[config.mk]
export PLATFORM = sky130hd
export DESIGN_NAME = obi_mem_arbiter
export DESIGN_NICKNAME = d
export VERILOG_FILES = /design/src/rtl/obi_mem_arbiter.sv
export SDC_FILE = /design/constraint.sdc
export NUM_CORES = 1
export LEC_CHECK = 0
export BUFFER_PORTS_ARGS = -buffer_cell sky130_fd_sc_hd__buf_4
export CORE_AREA = 2 2 109 111
export CTS_BUF_LIST = sky130_fd_sc_hd__clkbuf_2
export DETAILED_ROUTE_END_ITERATION = 6
export DIE_AREA = 0 0 111 113
export PLACE_DENSITY = 0.52
export RECOVER_POWER = 25
export SETUP_SLACK_MARGIN = 0.2
export SLEW_MARGIN = 0
export SYNTH_ARGS = -nofsm -noshare
export SYNTH_HDL_FRONTEND = slang
export SYNTH_SLANG_ARGS = --single-unit
[constraint.sdc]
create_clock -name clk_i -period 4.25 [get_ports clk_i]
set_clock_uncertainty 0.2 [all_clocks]
set_input_delay 0.85 -clock clk_i [delete_from_list [all_inputs] [get_ports clk_i]]
set_output_delay 0.85 -clock clk_i [all_outputs]
set_load 0.005 [all_outputs]
[src/rtl/obi_mem_arbiter.sv]
// obi_mem_arbiter
// Shares one single-port, fixed-latency memory between NUM_REQ OBI requesters.
// One request is granted per cycle. The winner drives the memory address phase,
// and a response (rvalid) returns to the owner RD_LATENCY cycles after the
// handshake.
//
// Optional feature: define OBI_ARB_RR_EN for round-robin arbitration.
// Without it, arbitration is fixed priority and the lowest index wins.
//
// Ports
//   clk_i, rst_i        clock, synchronous active-high reset
//   req_i/gnt_o         per-requester OBI request / grant (gnt is combinational)
//   rvalid_o            per-requester response valid, decoded from the pipeline
//   we_i/be_i/addr_i/wdata_i  packed per-requester address-phase signals
//   rdata_o             read data, broadcast, combinational from mem_rdata_i
//   mem_*               single memory port (handshake = mem_req_o && mem_gnt_i)
module obi_mem_arbiter #(
    parameter int unsigned NUM_REQ    = 2,
    parameter int unsigned ADDR_WIDTH = 32,
    parameter int unsigned DATA_WIDTH = 32,
    parameter int unsigned RD_LATENCY = 1
) (
    input  logic                             clk_i,
    input  logic                             rst_i,
    input  logic [NUM_REQ-1:0]               req_i,
    output logic [NUM_REQ-1:0]               gnt_o,
    output logic [NUM_REQ-1:0]               rvalid_o,
    input  logic [NUM_REQ-1:0]               we_i,
    input  logic [NUM_REQ*DATA_WIDTH/8-1:0]  be_i,
    input  logic [NUM_REQ*ADDR_WIDTH-1:0]    addr_i,
    input  logic [NUM_REQ*DATA_WIDTH-1:0]    wdata_i,
    output logic [DATA_WIDTH-1:0]            rdata_o,
    output logic                             mem_req_o,
    input  logic                             mem_gnt_i,
    output logic                             mem_we_o,
    output logic [DATA_WIDTH/8-1:0]          mem_be_o,
    output logic [ADDR_WIDTH-1:0]            mem_addr_o,
    output logic [DATA_WIDTH-1:0]            mem_wdata_o,
    input  logic [DATA_WIDTH-1:0]            mem_rdata_i
);

    localparam int unsigned BE_WIDTH = DATA_WIDTH / 8;
    localparam int unsigned IDX_W    = (NUM_REQ > 1) ? $clog2(NUM_REQ) : 1;
    localparam int unsigned LAST     = RD_LATENCY - 1;

    logic [IDX_W-1:0] ptr;
    logic [IDX_W-1:0] winner;
    logic [IDX_W-1:0] cand;
    logic             found;
    logic             active;
    logic             hs;

    // Response pipeline: one {valid, idx} entry per memory latency cycle
    logic [RD_LATENCY-1:0]            vld_d, vld_q;
    logic [RD_LATENCY-1:0][IDX_W-1:0] idx_d, idx_q;

    // Winner: first asserted request at or after ptr, searching upward with wrap
    always_comb begin
        winner = '0;
        cand   = '0;
        found  = 1'b0;
        for (int unsigned i = 0; i < NUM_REQ; i++) begin
            cand = IDX_W'((32'(ptr) + i) % NUM_REQ);
            if (!found && req_i[cand]) begin
                winner = cand;
                found  = 1'b1;
            end
        end
    end

    // Reset forces the address phase idle even if requesters still assert req
    assign active = (|req_i) & ~rst_i;
    assign hs     = active & mem_gnt_i;

    // Address phase mux; with no request the index-0 slice is passed through
    assign mem_req_o   = active;
    assign mem_we_o    = we_i[winner];
    assign mem_be_o    = be_i[32'(winner) * BE_WIDTH +: BE_WIDTH];
    assign mem_addr_o  = addr_i[32'(winner) * ADDR_WIDTH +: ADDR_WIDTH];
    assign mem_wdata_o = wdata_i[32'(winner) * DATA_WIDTH +: DATA_WIDTH];

    // Grant goes only to the winner, and only while memory accepts
    always_comb begin
        gnt_o = '0;
        if (hs) begin
            gnt_o[winner] = 1'b1;
        end
    end

`ifdef OBI_ARB_RR_EN
    logic [IDX_W-1:0] ptr_d, ptr_q;

    // Priority pointer moves past the winner only on an accepted transfer
    always_comb begin
        ptr_d = ptr_q;
        if (hs) begin
            ptr_d = IDX_W'((32'(winner) + 1) % NUM_REQ);
        end
    end

    always_ff @(posedge clk_i) begin
        if (rst_i) begin
            ptr_q <= '0;
        end else begin
            ptr_q <= ptr_d;
        end
    end

    assign ptr = ptr_q;
`else
    // Fixed priority: search always starts at index 0
    assign ptr = '0;
`endif

    // Pipeline shifts every cycle and never stalls
    always_comb begin
        vld_d    = '0;
        idx_d    = '0;
        vld_d[0] = hs;
        idx_d[0] = winner;
        for (int unsigned s = 1; s < RD_LATENCY; s++) begin
            vld_d[s] = vld_q[s-1];
            idx_d[s] = idx_q[s-1];
        end
    end

    always_ff @(posedge clk_i) begin
        if (rst_i) begin
            vld_q <= '0;
            idx_q <= '0;
        end else begin
            vld_q <= vld_d;
            idx_q <= idx_d;
        end
    end

    // Response valid decoded from the last stage; suppressed while in reset
    always_comb begin
        rvalid_o = '0;
        if (vld_q[LAST] && !rst_i) begin
            rvalid_o[idx_q[LAST]] = 1'b1;
        end
    end

    assign rdata_o = mem_rdata_i;

endmodule

==> impl_metrics.tcl, run 1 <==
set metrics [dict create \
    status "completed" \
    syn_area_sq_um 1540 \
    ys_seq_area_share_pct 2.60 \
    netlist_instances 120 \
    p_seq_share_pct 5.7 \
    syn_nets 295 \
    wl_per_cell_microns 12.4 \
    min-delay-start "rst_i" \
    antenna_found_initial 0 \
    yosysWarnings 0 \
    route.detailed.drc 0 \
    pin_count 281 \
    path_clk_slew_ps 30 \
    synth_seq_cells 2 \
    grt_pass1_wl_microns 8260 \
    crit_fanout 30 \
    wirelength_microns 5520 \
    diodes 0 \
    numCtsBuffers 3 \
    nets 478 \
    highest_layer "met4" \
    tritoncts "built" \
    gp_congestion 0.788 \
    firstDrtPassIters 4 \
    area_growth_pct 93.3 \
    dieHeight_microns 113 \
    antenna_left 0 \
    rsz0062_at_grt "no" \
    portBuffers 216 \
    synth_top_area_cell "mux2_4" \
    synth_area_per_cell_sq_um 12.9 \
    relSlewSlack_pct 63.7 \
    final_hold_viol_count 0 \
    startpoint_type "input port" \
    grt_use_total_pct 7.80 \
    setup_viol 0 \
    power_density_nw_per_um2 119 \
    dp_hpwl_microns 4800 \
    p_leak_nw 1.63 \
    final-max-slew-violation-count 0 \
    wl_met3_microns 635 \
    post_cts_buffers 0 \
    root_buffer "clkbuf_2" \
    rows 39 \
    die_x_microns 111 \
    synth_top_cell_area_share_pct 66.2 \
    drv_cap 0 \
    nFillCells 1206 \
    initial_core_util_pct 13.7 \
    clkPwrFrac_pct 8.4 \
    layout_common_cells "buf_4 (216), mux2_4 (68), clkbuf_2 (3)" \
    vias 1618 \
    htreeDepth 1 \
    ir_drop_v 0.0000825 \
    utilization_pct 26.5 \
    grt_max_degree 42 \
    multi_input_comb_area_sq_um 1100 \
    period_needed_ps 3150 \
    cts_buffer_depth 2 \
    drive_gt1_share_pct 96.7 \
    p_total_uw 353 \
    postCtsHoldBufs 0 \
    final_common_cell "buf_4" \
    placed_cells 441 \
    fin_setup_tns_ps 0 \
    die_area_sq_um 12500 \
    cts.sinks 2 \
    grt_pass1_vias 1668 \
    switchingPower_uw 92.8 \
    grt-ovfl-total 0 \
    timing.hold.ws_ps 663 \
    worstMarginPinSlew_ps 545 \
    crit_required_ps 3200 \
    wl_met1_microns 2030 \
    viasPerCell 3.64 \
    path_class "in2out" \
    intPower_uw 261 \
    regArea_sq_um 40.0 \
    cp-startpoint "req_i[0]" \
    hold_path.class "in2reg" \
    combPwrFrac_pct 85.9 \
    crit_path_end_kind "primary output" \
    core_area_sq_um 11300 \
    ctsResizeCount 0 \
    synthDistinctLibCells 11 \
    final.period_utilization_pct 74.1 \
    swShare_pct 26.3 \
    met2WireLength_microns 2800 \
    max_freq_mhz 318 \
    synth.area.top_cells "mux2_4 (66%), buf_4 (16%), buf_12 (10%)" \
    instances_no_fill 444 \
    arrival_ps 2100 \
    drtIter0Drc 43 \
]
## registers in the layout, summed over array words and instances (netlist names)
| signal | count |
|---|---|
| vld_q | 1 |
| idx_q | 1 |
## Yosys cell counts
master    n
and3b_2   1
nor2_1    2
mux2_4   68
buf_12    8
dfxtp_1   2
buf_4    32
and3b_1   2
mux2_2    1
nor2b_4   1
nor2b_1   1
nor3b_1   2
## kinds of logic (layout without fill, tap and decap cells)
logic type / Yosys count / count (layout) / synth area share, %
mux: 69 / 69 / 66.9
buf+inv: 40 / 221 / 26.0
simple gates: 9 / 9 / 4.54
flops: 2 / 2 / 2.60
## layer usage
layer | vias to the layer above | global-route usage (%)
li1 | 756 | -
met1 | 718 | 9.10
met2 | 130 | 13.7
met3 | 14 | 2.89
met4 | 0 | 1.75
met5 | - | 0
## cell type report
| class | count | share of cell area (%) |
|---|---|---|
| repair buffers | 218 | 55.2 |
| multi-input cells | 78 | 37.0 |
| well taps | 143 | 6.00 |
| flip-flops and latches | 2 | 1.34 |
| clock buffers | 3 | 0.504 |
## worst max-delay path, cell delays in order
cell      delay [ps]
clkbuf_1         120
nor2b_4          150
buf_4            470
mux2_4           350
buf_4            130
## stage by stage
| step | worst slack, ps | area [sq um] |
|---|---|---|
| 2_1_floorplan | 1620 | 1540 |
| 3_3_place_gp | 1120 | 2970 |
| 3_5_place_dp | 1100 | 2970 |
| 4_1_cts | 1100 | 2990 |
| 5_1_grt | 1020 | 2980 |
| 6_report | 1100 | 2980 |
## worst paths after layout
kind | endpoint | slack, ps | depth (start not counted)
setup / recovery | mem_addr_o[1] | 1100 | 5
hold / removal | idx_q | 660 | 2
## power groups by stage
stage          clock [mW]  sequential, mW  combinational, mW
2_1_floorplan           0          0.0203              0.156
3_3_place_gp            0          0.0203              0.305
3_5_place_dp            0          0.0204              0.307
4_1_cts            0.0326          0.0202              0.308
5_1_grt            0.0340          0.0202              0.324
6_report           0.0298          0.0201              0.303
Note: power is estimated with default switching activity, not from simulation.
==> run 2, diff against run 1 <==
CORE_AREA = 2 2 108 110   (was 2 2 109 111)
DIE_AREA = 0 0 110 112   (was 0 0 111 113)
PLACE_DENSITY = 0.53   (was 0.52)
clock period = 3.3 ns   (was 4.25 ns; I/O delays follow)
==> impl_metrics.tcl, run 2 (same netlist as run 1, synthesis figures left out) <==
set metrics [dict create \
    status "completed" \
    setup_viol 0 \
    viasPerCell 3.60 \
    ir_drop_v 0.000158 \
    ctsResizeCount 0 \
    final-max-slew-violation-count 0 \
    grt_pass1_wl_microns 7180 \
    drive_gt1_share_pct 96.7 \
    hold_path_end "idx_q" \
    startpoint_type "input port" \
    arrival_ps 1750 \
    rsz0062_at_grt "no" \
    route.detailed.drc 0 \
    nets 478 \
    post_cts_buffers 0 \
    layout_common_cells "buf_4 (215), mux2_4 (68), clkbuf_2 (3)" \
    antenna_left 0 \
    path_clk_slew_ps 30 \
    grt_use_total_pct 7.26 \
    final_hold_viol_count 0 \
    fin_setup_tns_ps 0 \
    htreeDepth 1 \
    gp_congestion 0.698 \
    rows 39 \
    wirelength_microns 5450 \
    portBuffers 216 \
    diodes 0 \
    drv_cap 0 \
    vias 1600 \
    relSlewSlack_pct 81.3 \
    crit_fanout 36 \
    whs_path_depth 2 \
    worstMarginPinSlew_ps 281 \
    drtIter0Drc 20 \
    wl_per_cell_microns 12.3 \
    root_buffer "clkbuf_2" \
    power_density_nw_per_um2 153 \
    firstDrtPassIters 2 \
    cp_top_family "buffers and inverters" \
    tritoncts "built" \
    pin_count 281 \
    hold_path.class "in2reg" \
    final_common_cell "buf_4" \
    dieHeight_microns 112 \
    min-delay-start "rst_i" \
    grt_pass1_vias 1552 \
    p_total_uw 459 \
    cp_num_buf_inv 3 \
    cpPeakStageDelay_ps 330 \
    die_x_microns 110 \
    final.period_utilization_pct 79.0 \
    crit_path_end_kind "primary output" \
    cts.sinks 2 \
    cts_buffer_depth 2 \
    crit_path_cell_trace "clkbuf_1, nor2b_4, buf_12, mux2_4, buf_4" \
    numCtsBuffers 3 \
    crit_cells 5 \
    initial_core_util_pct 13.8 \
    postCtsHoldBufs 0 \
    crit_slowest_cell "mux2_4" \
    period_needed_ps 2610 \
    nFillCells 1181 \
    crit_required_ps 2440 \
    grt_max_degree 37 \
    max_freq_mhz 384 \
    grt-ovfl-total 0 \
    largest_registers "idx_q x1, vld_q x1" \
    area_growth_pct 94.1 \
    dp_hpwl_microns 4760 \
    path_class "in2out" \
    p_leak_nw 1.63 \
    core_area_sq_um 11200 \
    antenna_found_initial 0 \
    die_area_sq_um 12300 \
]
-- run 2: where the power goes --
part	total (mW)	switching, mW	internal (mW)
clock	0.0411	0.0167	0.0243
sequential	0.0260	0.000471	0.0255
combinational	0.392	0.105	0.287
total	0.459	0.122	0.337
-- run 2: per-stage QoR --
step | instance area (sq um) | setup WS (ps) | util, % | instances | hold WS [ps]
after floorplan | 1540 | 1050 | - | 120 | 532
after global placement | 2980 | 708 | 26.7 | 441 | 666
after detailed placement | 2980 | 697 | 26.7 | 441 | 669
after CTS | 3000 | 693 | 26.8 | 444 | 445
after global routing | 2990 | 635 | 26.8 | 444 | 459
final | 2990 | 694 | 26.8 | 444 | 465
-- run 2: area by class of cell --
class / count / area (sq um) / area share [%]
Multi-Input combinational cell: 78 / 1100 / 36.8
Tap cell: 143 / 179 / 5.98
Sequential cell: 2 / 40.0 / 1.34
Timing Repair Buffer: 218 / 1660 / 55.4
Clock buffer: 3 / 15.0 / 0.501
-- run 2: how the worst max path moves through the flow --
stage	start	to	slack, ps
after floorplan	req_i[1]	mem_addr_o[0]	1050
after global placement	req_i[0]	mem_wdata_o[10]	710
after detailed placement	req_i[0]	mem_wdata_o[10]	700
after CTS	req_i[0]	mem_wdata_o[10]	690
after global routing	req_i[0]	mem_addr_o[21]	640
final	req_i[0]	mem_addr_o[21]	690
-- run 2: routing by layer --
layer,track usage (%),vias up,part of all wire (%)
met5,0,-,0
li1,-,757,-
met2,14.4,123,54
met1,7.11,708,31
met4,2.19,0,1.3
met3,1.81,12,14
